===== config.mk =====
export PLATFORM = sky130hd
export DESIGN_NAME = pattern_sequencer
export DESIGN_NICKNAME = d
export VERILOG_FILES = /design/src/rtl/pattern_sequencer.sv
export SDC_FILE = /design/constraint.sdc
export NUM_CORES = 1
export LEC_CHECK = 0
export CAP_MARGIN = 20
export CORE_MARGIN = 4
export CORE_UTILIZATION = 60
export CTS_CLUSTER_SIZE = 12
export DETAILED_ROUTE_END_ITERATION = 12
export MAX_ROUTING_LAYER = met4
export PLACE_DENSITY = 0.84
export SETUP_SLACK_MARGIN = 0.15
export SLEW_MARGIN = 10
export SYNTH_ARGS = -nofsm -noshare
export SYNTH_HDL_FRONTEND = slang
export SYNTH_SLANG_ARGS = --single-unit

===== constraint.sdc =====
create_clock -name clk -period 3.9 [get_ports clk]
set_input_delay 0.78 -clock clk [delete_from_list [all_inputs] [get_ports clk]]
set_output_delay 0.78 -clock clk [all_outputs]
set_load 0.05 [all_outputs]

===== src/rtl/pattern_sequencer.sv =====
// rtl/pattern_sequencer.sv - memory-game flow controller: grows a random move pattern, replays it on one-hot LEDs, checks player presses
module pattern_sequencer #(
    parameter int MAX_LEN       = 8,
    parameter int ON_TICKS      = 4,
    parameter int OFF_TICKS     = 2,
    parameter int TIMEOUT_TICKS = 20
) (
    input  logic       clk,
    input  logic       reset,
    input  logic       tick,
    input  logic [1:0] rand_in,
    input  logic       start,
    input  logic       btn_valid,
    input  logic [1:0] btn_code,
    output logic [2:0] led_out,
    output logic       wait_input,
    output logic       win,
    output logic       lose,
    output logic [3:0] level
);

    localparam int CNT_MAX_A = (ON_TICKS > OFF_TICKS) ? ON_TICKS : OFF_TICKS;
    localparam int CNT_MAX   = (CNT_MAX_A > TIMEOUT_TICKS) ? CNT_MAX_A : TIMEOUT_TICKS;
    localparam int CNT_W     = $clog2(CNT_MAX + 1);

    localparam logic [CNT_W-1:0] ON_LAST  = CNT_W'(ON_TICKS - 1);
    localparam logic [CNT_W-1:0] OFF_LAST = CNT_W'(OFF_TICKS - 1);
    localparam logic [CNT_W-1:0] TO_LAST  = CNT_W'(TIMEOUT_TICKS - 1);
    localparam logic [3:0]       LEN_MAX  = 4'(MAX_LEN);

    typedef enum logic [2:0] {
        S_IDLE,
        S_APPEND,
        S_SHOW_ON,
        S_SHOW_OFF,
        S_INPUT,
        S_WIN,
        S_LOSE
    } state_t;

    state_t           r_state;
    logic [3:0]       r_len;
    logic [3:0]       r_idx;
    logic [CNT_W-1:0] r_cnt;
    logic [2:0]       r_led;
    logic             r_wait;
    logic             r_win;
    logic             r_lose;

    // Sized to the full 4-bit index space so every index select is width-exact.
    logic [1:0]       r_mem [16];

    state_t           w_state_nx;
    logic [3:0]       w_len_nx;
    logic [3:0]       w_idx_nx;
    logic [CNT_W-1:0] w_cnt_nx;
    logic             w_mem_we;
    logic [1:0]       w_move;
    logic [1:0]       w_expect;
    logic             w_idx_last;
    logic [1:0]       w_show_move;
    logic [2:0]       w_led_nx;

    function automatic logic [2:0] onehot(input logic [1:0] move);
        case (move)
            2'd0:    onehot = 3'b001;
            2'd1:    onehot = 3'b010;
            2'd2:    onehot = 3'b100;
            default: onehot = 3'b000;
        endcase
    endfunction

    assign w_move     = (rand_in == 2'd3) ? 2'd0 : rand_in;
    assign w_expect   = r_mem[r_idx];
    assign w_idx_last = (r_idx == (r_len - 4'd1));

    always_comb begin
        w_state_nx = r_state;
        w_len_nx   = r_len;
        w_idx_nx   = r_idx;
        w_cnt_nx   = r_cnt;
        w_mem_we   = 1'b0;

        case (r_state)
            S_IDLE, S_WIN, S_LOSE: begin
                if (start) begin
                    w_state_nx = S_APPEND;
                    w_len_nx   = 4'd0;
                end
            end
            S_APPEND: begin
                w_mem_we   = 1'b1;
                w_len_nx   = r_len + 4'd1;
                w_idx_nx   = 4'd0;
                w_cnt_nx   = '0;
                w_state_nx = S_SHOW_ON;
            end
            S_SHOW_ON: begin
                if (tick) begin
                    if (r_cnt == ON_LAST) begin
                        w_state_nx = S_SHOW_OFF;
                        w_cnt_nx   = '0;
                    end else begin
                        w_cnt_nx = r_cnt + 1'b1;
                    end
                end
            end
            S_SHOW_OFF: begin
                if (tick) begin
                    if (r_cnt == OFF_LAST) begin
                        w_cnt_nx = '0;
                        if (w_idx_last) begin
                            w_state_nx = S_INPUT;
                            w_idx_nx   = 4'd0;
                        end else begin
                            w_state_nx = S_SHOW_ON;
                            w_idx_nx   = r_idx + 4'd1;
                        end
                    end else begin
                        w_cnt_nx = r_cnt + 1'b1;
                    end
                end
            end
            S_INPUT: begin
                // A press wins over a simultaneous tick, so a timeout never fires on a press cycle.
                if (btn_valid) begin
                    if (btn_code == w_expect) begin
                        if (w_idx_last) begin
                            w_state_nx = (r_len == LEN_MAX) ? S_WIN : S_APPEND;
                        end else begin
                            w_idx_nx = r_idx + 4'd1;
                            w_cnt_nx = '0;
                        end
                    end else begin
                        w_state_nx = S_LOSE;
                    end
                end else if (tick) begin
                    if (r_cnt == TO_LAST) begin
                        w_state_nx = S_LOSE;
                    end else begin
                        w_cnt_nx = r_cnt + 1'b1;
                    end
                end
            end
            default: begin
                w_state_nx = S_IDLE;
            end
        endcase

        // The first replayed move may be the one being written this very cycle.
        w_show_move = (w_mem_we && (w_idx_nx == r_len)) ? w_move : r_mem[w_idx_nx];
        w_led_nx    = (w_state_nx == S_SHOW_ON) ? onehot(w_show_move) : 3'b000;
    end

    always_ff @(posedge clk) begin
        if (!reset) begin
            r_state <= S_IDLE;
            r_len   <= 4'd0;
            r_idx   <= 4'd0;
            r_cnt   <= '0;
            r_led   <= 3'b000;
            r_wait  <= 1'b0;
            r_win   <= 1'b0;
            r_lose  <= 1'b0;
        end else begin
            r_state <= w_state_nx;
            r_len   <= w_len_nx;
            r_idx   <= w_idx_nx;
            r_cnt   <= w_cnt_nx;
            r_led   <= w_led_nx;
            r_wait  <= (w_state_nx == S_INPUT);
            r_win   <= (w_state_nx == S_WIN);
            r_lose  <= (w_state_nx == S_LOSE);
        end
    end

    always_ff @(posedge clk) begin
        if (w_mem_we) begin
            r_mem[r_len] <= w_move;
        end
    end

    assign led_out    = r_led;
    assign wait_input = r_wait;
    assign win        = r_win;
    assign lose       = r_lose;
    assign level      = r_len;

endmodule


==> summary.md, run 1 <==
| Metric | Value |
|---|---|
| CTS max path bufs | 2 |
| Sequential fraction of the synthesis area | 40.4% |
| Final hold vios | 0 |
| Ys async rst share | 0% |
| Rows | 27 |
| Most used routing layer | met2 |
| Fin crit period | 3530 ps |
| Met3 GRT Util | 3.95% |
| P&R area growth vs syn | 10.5% |
| Final setup margin | 373 ps |
| GP Congestion | 0.931 |
| Setup CP Type | reg -> reg |
| Worst Hold Class | reg -> reg |
| Starting Density | 62.5% |
| Detailed Place HPWL | 6080 um |
| Met1 usage | 34.0% |
| Non-Filler Instances | 439 |
| DIE HEIGHT | 84.0 um |
| First-pass GRT wire length | 13800 um |
| Worst R2R End | led_out[0] |
| Power density over the cells | 302 mW/mm2 |
| Hold bufs inserted after CTS | 0 |
| Worst Reg-to-Reg Cells | 13 |
| Tcrit/Tclk final | 90.4% |
| Diode count | 0 |
| Post-synthesis register bit count | 54 |
| Clk_lat worst skew | 320 ps |
| TritonCTS Buffers | 5 |
| Post-Syn Area | 0.00346 mm2 |
| Iteration count of the initial detailed-routing pass | 5 |
| Post-Route Setup TNS | 0 ps |
| CP endpoint kind | flop |
| Reg2reg setup slack | 370 ps |
| CTS-repair resized insts | 0 |
| Worst EP arrival | 3760 ps |
| Unrepaired setup endpoints after global routing | no |
| Reg clk slew, reported paths | 110 ps |
| GR Util met2 | 37.7% |
| Number of global-route vias before repair | 2751 |
| Worst Clk Skew | 7.23 ps |
| GRT Total Usage | 25.0% |
| Worst-Margin Slew | 732 ps |
| Initial DRC Count | 311 |
| Remaining Overflow, GRT | 0 |
| Crit Path Max Fanout | 18 |
| H-tree depth | 2 |
| Core area | 0.00554 mm2 |
| Slowest cell on the critical path | mux4_2 |
| Routed vias | 2833 |
| Endpoints failing setup | 0 |
| Placed insts | 429 |
| Final Slew Violations | 0 |
| Largest net degree at the start of global routing | 20 |
| Setup Buffers After CTS | 0 |
| Most numerous cell in the Yosys netlist | mux2i_1 |
| Synth Instances | 343 |
| Pre-CTS setup slack | 121 ps |
| Layout cells sized above 1 | 13.1% |
| Top post-synthesis cells by count | mux2i_1 (33), edfxtp_1 (32) |
| Status | finished, final reports clean |
| Setup crit start kind | flop |
| Boundary Pins | 19 |
| Antenna violations before repair | 0 |
| CTS Sinks | 54 |
| Worst hold slack | 547 ps |
| I/O Buffers | 18 |
| Post-synth EDFFs | 32 |
| Crit path cell chain | buf_4 > mux2i_1 > mux4_2 > mux2i_1 > xnor2_1 > nand3_1 > o221ai_2 > buf_4 > mux2i_1 > mux2i_1 > a22o_1 > o21a_1 > nor4b_2 |
| Max_slew headroom | 50.8% |
| Biggest area consumer among synthesized cells | edfxtp_1 |
| Via density | 6.45 |
| Share of the synthesized area in the top cell type | 27.7% |
| CP Buf/Inv Count | 2 |
| Yosys cell types | 70 |
| Syn. warnings | 0 |
| Hold Crit Depth | 2 |
| Avg Cell Area, Syn | 10.1 um2 |
| Die Width | 84.0 um |
| Die area | 0.00705 mm2 |
| Net Count, Synth | 361 |
| DRC | 0 |
| IR drop worst, VDD | 213 uV |
| Hold path endpoint | r_cnt[4] |
| Root Buffer | clkbuf_8 |
| Reg2reg start | r_idx[0] |
| Max_cap viols | 0 |
| Final WL | 8230 um |
| Crit path required time | 4130 ps |
| Leakage | 0.00127 uW |
| DRT antenna net count | 0 |
| Final #Nets | 384 |
| Most common cell on crit path | mux2i_1 |
| Routed wire per std cell | 18.8 um |
| Crit path largest cell delay | 500 ps |
| Top delay family on crit path | multiplexers |
| Top FF cell, synth | edfxtp_1 |
| Min-delay src | r_cnt[4] |
| TritonCTS clock tree | built |
| Synth top area cells | edfxtp_1 (28%), dfxtp_1 (13%), mux2i_1 (9.5%) |
| FMAX | 0.284 GHz |
placed cells by master (no fill, tap or decap), types with 2 or more instances in the layout:
cell type        instances
nand4_1                  4
clkbuf_8                 5
and2_1                  22
dfxtp_1                 21
nand3_1                 15
edfxtp_1                32
nand4b_1                 2
nor2_1                  18
nor4_1                   3
nand2_1                 22
o31ai_1                  2
a22oi_1                  3
a21oi_1                 12
a31oi_1                  5
o21ai_0                 22
mux2i_1                 33
o211a_1                  2
a22o_1                   2
clkinv_1                 2
o22ai_1                  3
xor2_1                   2
buf_4                   16
clkdlybuf4s50_1         18
mux2_2                   4
a21boi_0                 4
nor4b_1                  2
nor2b_1                  4
xnor2_1                  7
or3_1                    3
inv_1                   10
nand2b_1                 2
nor3_1                   6
nor3b_1                  4
and3_1                   4
mux4_2                   4
ha_1                     9
a41oi_1                  2
tightest hold or removal path, stage by stage, from the launching register on:
cell and delay, ps:
dfxtp_1 350, o21ai_0 70, a21boi_0 80
how the worst max path moves through the flow:
stage | startpoint | end | slack, ps | cells past startpoint
2_1_floorplan | level[0] | led_out[2] | 230 | 16
3_3_place_gp | btn_code[1] | led_out[0] | 270 | 12
3_5_place_dp | btn_code[1] | led_out[0] | 120 | 12
4_1_cts | r_idx[1] | led_out[0] | 280 | 13
5_1_grt | r_idx[1] | led_out[0] | 160 | 13
6_report | r_idx[0] | led_out[0] | 370 | 13
cell type report:
class	instances	area [um2]
Clock buffer	5	68.8
Clock inverter	3	27.5
Fill cell	422	1710
Inverter	12	45.0
Multi-Input combinational cell	258	1880
Sequential cell	54	1400
Tap cell	72	90.1
Timing Repair Buffer	35	312
metrics by stage:
| step | area (um2) | utilization (%) | power [uW] |
|---|---|---|---|
| 6_report | 3830 | 69.1 | 1160 |
| 4_1_cts | 3810 | 68.7 | 1150 |
| 3_5_place_dp | 3710 | 67.0 | 825 |
| 5_1_grt | 3830 | 69.1 | 1210 |
| 3_3_place_gp | 3710 | 67.0 | 820 |
| 2_1_floorplan | 3460 | - | 776 |
cell families (layout without fill, tap and decap cells):
kind of cell	Yosys count	after routing	share of synthesized area, %
flip-flops	54	54	40.4
AO/OA/AOI/OAI	74	74	14.8
buffers and inverters	31	55	5.20
XOR/XNOR	9	9	2.28
multiplexers	41	41	13.4
AND/OR/NAND/NOR	124	124	20.3
adder cells (fa/ha/maj)	10	10	3.54
power breakdown:
part / internal (uW) / total [uW] / switching [uW]
registers: 610 / 616 / 6.12
logic: 83.7 / 201 / 117
clock network: 134 / 342 / 208
sequential cells by signal, indices dropped and copies added, names as in the netlist:
| register | count |
|---|---|
| led_out | 3 |
| level | 4 |
| lose | 1 |
| r_cnt | 5 |
| r_idx | 4 |
| r_mem | 32 |
| r_state | 3 |
| wait_input | 1 |
| win | 1 |
routing by layer:
layer  wire length, um  part of all wire (%)
met5                 0                     0
met4               204                   2.5
met3               423                   5.1
met2              3790                    46
met1              3820                    46
Note: power is estimated with default switching activity, not from simulation.
==> run 2, diff against run 1 <==
--- a/config.mk
+++ b/config.mk
@@ -6,6 +6,7 @@
 export NUM_CORES = 1
 export LEC_CHECK = 0
 export CAP_MARGIN = 20
+export CORE_ASPECT_RATIO = 1.25
 export CORE_MARGIN = 4
 export CORE_UTILIZATION = 60
 export CTS_CLUSTER_SIZE = 12
==> summary.md, run 2 (same netlist as run 1, synthesis figures left out) <==
| Metric | Value |
|---|---|
| Status | finished, final reports clean |
| Placed Area | 0.00373 mm2 (+0.47%) |
| TritonCTS Buffers | 5 (unchanged) |
| First-pass GRT wire length | 14000 um (+1.9%) |
| Worst Hold Class | reg -> reg |
| Final Instance Area | 0.00387 mm2 (+0.98%) |
| P&R area growth vs syn | 11.6% |
| Most frequent cells in the layout | mux2i_1 (33), edfxtp_1 (32), nand2_1 (22), and2_1 (22), o21ai_0 (22) |
| Final WL | 8630 um (+4.8%) |
| Crit Path Max Fanout | 18 (unchanged) |
| CTS Sinks | 54 (unchanged) |
| Reg2reg setup slack | 270 ps (-100 ps) |
| Die area | 0.00706 mm2 (+0.10%) |
| Total chip power | 1170 uW (+1.2%) |
| Setup CP Type | reg -> reg |
| Worst setup path startpoint | r_idx[0] |
| Rows | 30 (+11%) |
| Iteration count of the initial detailed-routing pass | 5 (unchanged) |
| Core area | 0.00552 mm2 (-0.41%) |
| Antenna violations before repair | 0 (unchanged) |
| H-tree depth | 2 (unchanged) |
| Largest net degree at the start of global routing | 20 (unchanged) |
| Most common cell after layout, fill and taps aside | mux2i_1 |
| Setup crit start kind | flop |
| Crit path largest cell delay | 490 ps (about the same) |
| Slowest cell on the critical path | mux4_2 |
| Worst Clk Skew | 13.4 ps (+6.13 ps) |
| Root Buffer | clkbuf_8 |
| TritonCTS clock tree | built |
| Multi-input logic area | 0.00190 mm2 (+0.80%) |
| Initial DRC Count | 407 (+31%) |
| GRT Total Usage | 25.6% (+0.65 points) |
| Routed wire per std cell | 19.9 um (+6.0%) |
| Clock power frac | 30.1% (+0.6 points) |
| Top reg by flops | r_mem |
| Routed vias | 2956 (+4.3%) |
| Detailed Place HPWL | 6220 um (+2.3%) |
| Starting Density | 62.8% (+0.26 points) |
| Worst-Margin Slew | 878 ps (+145 ps) |
| CP endpoint kind | flop |
| Max FFs per register | 32 (unchanged) |
| Final #Nets | 387 (+0.78%) |
| Worst hold slack | 528 ps (-19.5 ps) |
| DIE HEIGHT | 93.0 um (+11%) |
| CP Buf/Inv Count | 2 (unchanged) |
| Fillers | 418 (-0.95%) |
| Switch Pwr | 343 uW (+3.7%) |
| FMAX | 0.276 GHz (-2.8%) |
| Comb power frac | 17.3% (about the same) |
| Endpoints failing setup | 0 (unchanged) |
| Most common cell on crit path | mux2i_1 |
| Worst EP arrival | 3870 ps (+110 ps) |
| Crit path cell chain | buf_4 > mux2i_1 > mux4_2 > mux2i_1 > xnor2_1 > nand3_1 > o221ai_2 > buf_12 > mux2i_1 > mux2i_1 > a22o_1 > o21a_1 > nor4b_2 |
| Largest regs | r_mem: 32 flops, r_cnt: 5 flops |
| Leakage | 0.00130 uW (+1.9%) |
| Unrepaired setup endpoints after global routing | no |
| Top delay family on crit path | multiplexers |
| Remaining Overflow, GRT | 0 (unchanged) |
| Fin crit period | 3630 ps (+102 ps) |
| Layout cells sized above 1 | 14.1% (+0.98 points) |
| Crit path required time | 4140 ps (about the same) |
| DRT antenna net count | 0 (unchanged) |
| GP Congestion | 0.929 (-0.20%) |
| Max_slew headroom | 40.9% (-9.9 points) |
| Max_cap viols | 0 (unchanged) |
| Reg2reg start | r_idx[0] |
| Reg clk slew, reported paths | 110 ps (about the same) |
| Power density over the cells | 303 mW/mm2 (+0.19%) |
| Final Slew Violations | 0 (unchanged) |
| DRC | 0 (unchanged) |
| Boundary Pins | 19 (unchanged) |
| Clk_lat worst skew | 330 ps (about the same) |
| Sequential power share | 52.6% (-0.6 points) |
| Via density | 6.81 (+5.5%) |
| Diode count | 0 (unchanged) |
| Final hold vios | 0 (unchanged) |
| Tcrit/Tclk final | 93.0% (+2.6 points) |
| Switch share | 29.3% (+0.72 points) |
| CTS max path bufs | 2 (unchanged) |
| I/O Buffers | 18 (unchanged) |
| Min-delay src | r_cnt[1] |
| Power Internal | 828 uW (+0.15%) |
| IR drop worst, VDD | 280 uV (+31%) |
| Die Width | 76.0 um (-9.6%) |
| Number of global-route vias before repair | 2779 (+1.0%) |
| Seq. cell area | 0.00140 mm2 (unchanged) |
run 2: cell type report:
type                            count  share of cell area, %
Multi-Input combinational cell    258                   49.1
Sequential cell                    54                   36.3
Timing Repair Buffer               38                   8.87
Tap cell                           64                   2.07
Clock buffer                        5                   1.78
Inverter                           12                   1.17
Clock inverter                      3                  0.744
run 2: layer usage:
layer / wire length [um] / vias to the layer above / track usage [%]
li1: - / 1331 / -
met1: 3470 / 1394 / 33.5
met2: 4060 / 201 / 38.3
met3: 819 / 30 / 4.96
met4: 282 / 0 / 12.0
met5: 0 / - / -
run 2: metrics by stage:
stage                     cells  TNS [ps]  utilization [%]  worst slack (ps)
after floorplan             343         0                -               232
after global placement      423         0             67.6               109
after detailed placement    423     -2.08             67.6             -2.08
after CTS                   431         0             69.4               232
after global routing        434         0             70.1               157
final                       434         0             70.1               272
run 2: worst paths after layout:
| check | to | cells past startpoint |
|---|---|---|
| max | led_out[0] | 13 |
| min | r_cnt[1] | 2 |
| max reg2reg | led_out[0] | 13 |
| min reg2reg | r_cnt[1] | 2 |
run 2: power groups by stage:
stage / clock network [uW] / registers, uW / logic, uW
finish: 353 / 616 / 203
detailed placement: 0 / 629 / 194
floorplan: 0 / 635 / 141
global route: 375 / 617 / 216
global placement: 0 / 629 / 190
CTS: 354 / 616 / 195
run 2: tightest hold or removal path, cell delays in order, from the launching register on:
cell and delay, ps:
dfxtp_1 360, nand2_1 60, a21boi_0 60
run 2: what timing repair did:
item,in CTS,in global routing
buffers inserted,0,1
gates resized for setup,0,3
setup endpoints to repair,0,2
hold buffers,0,0
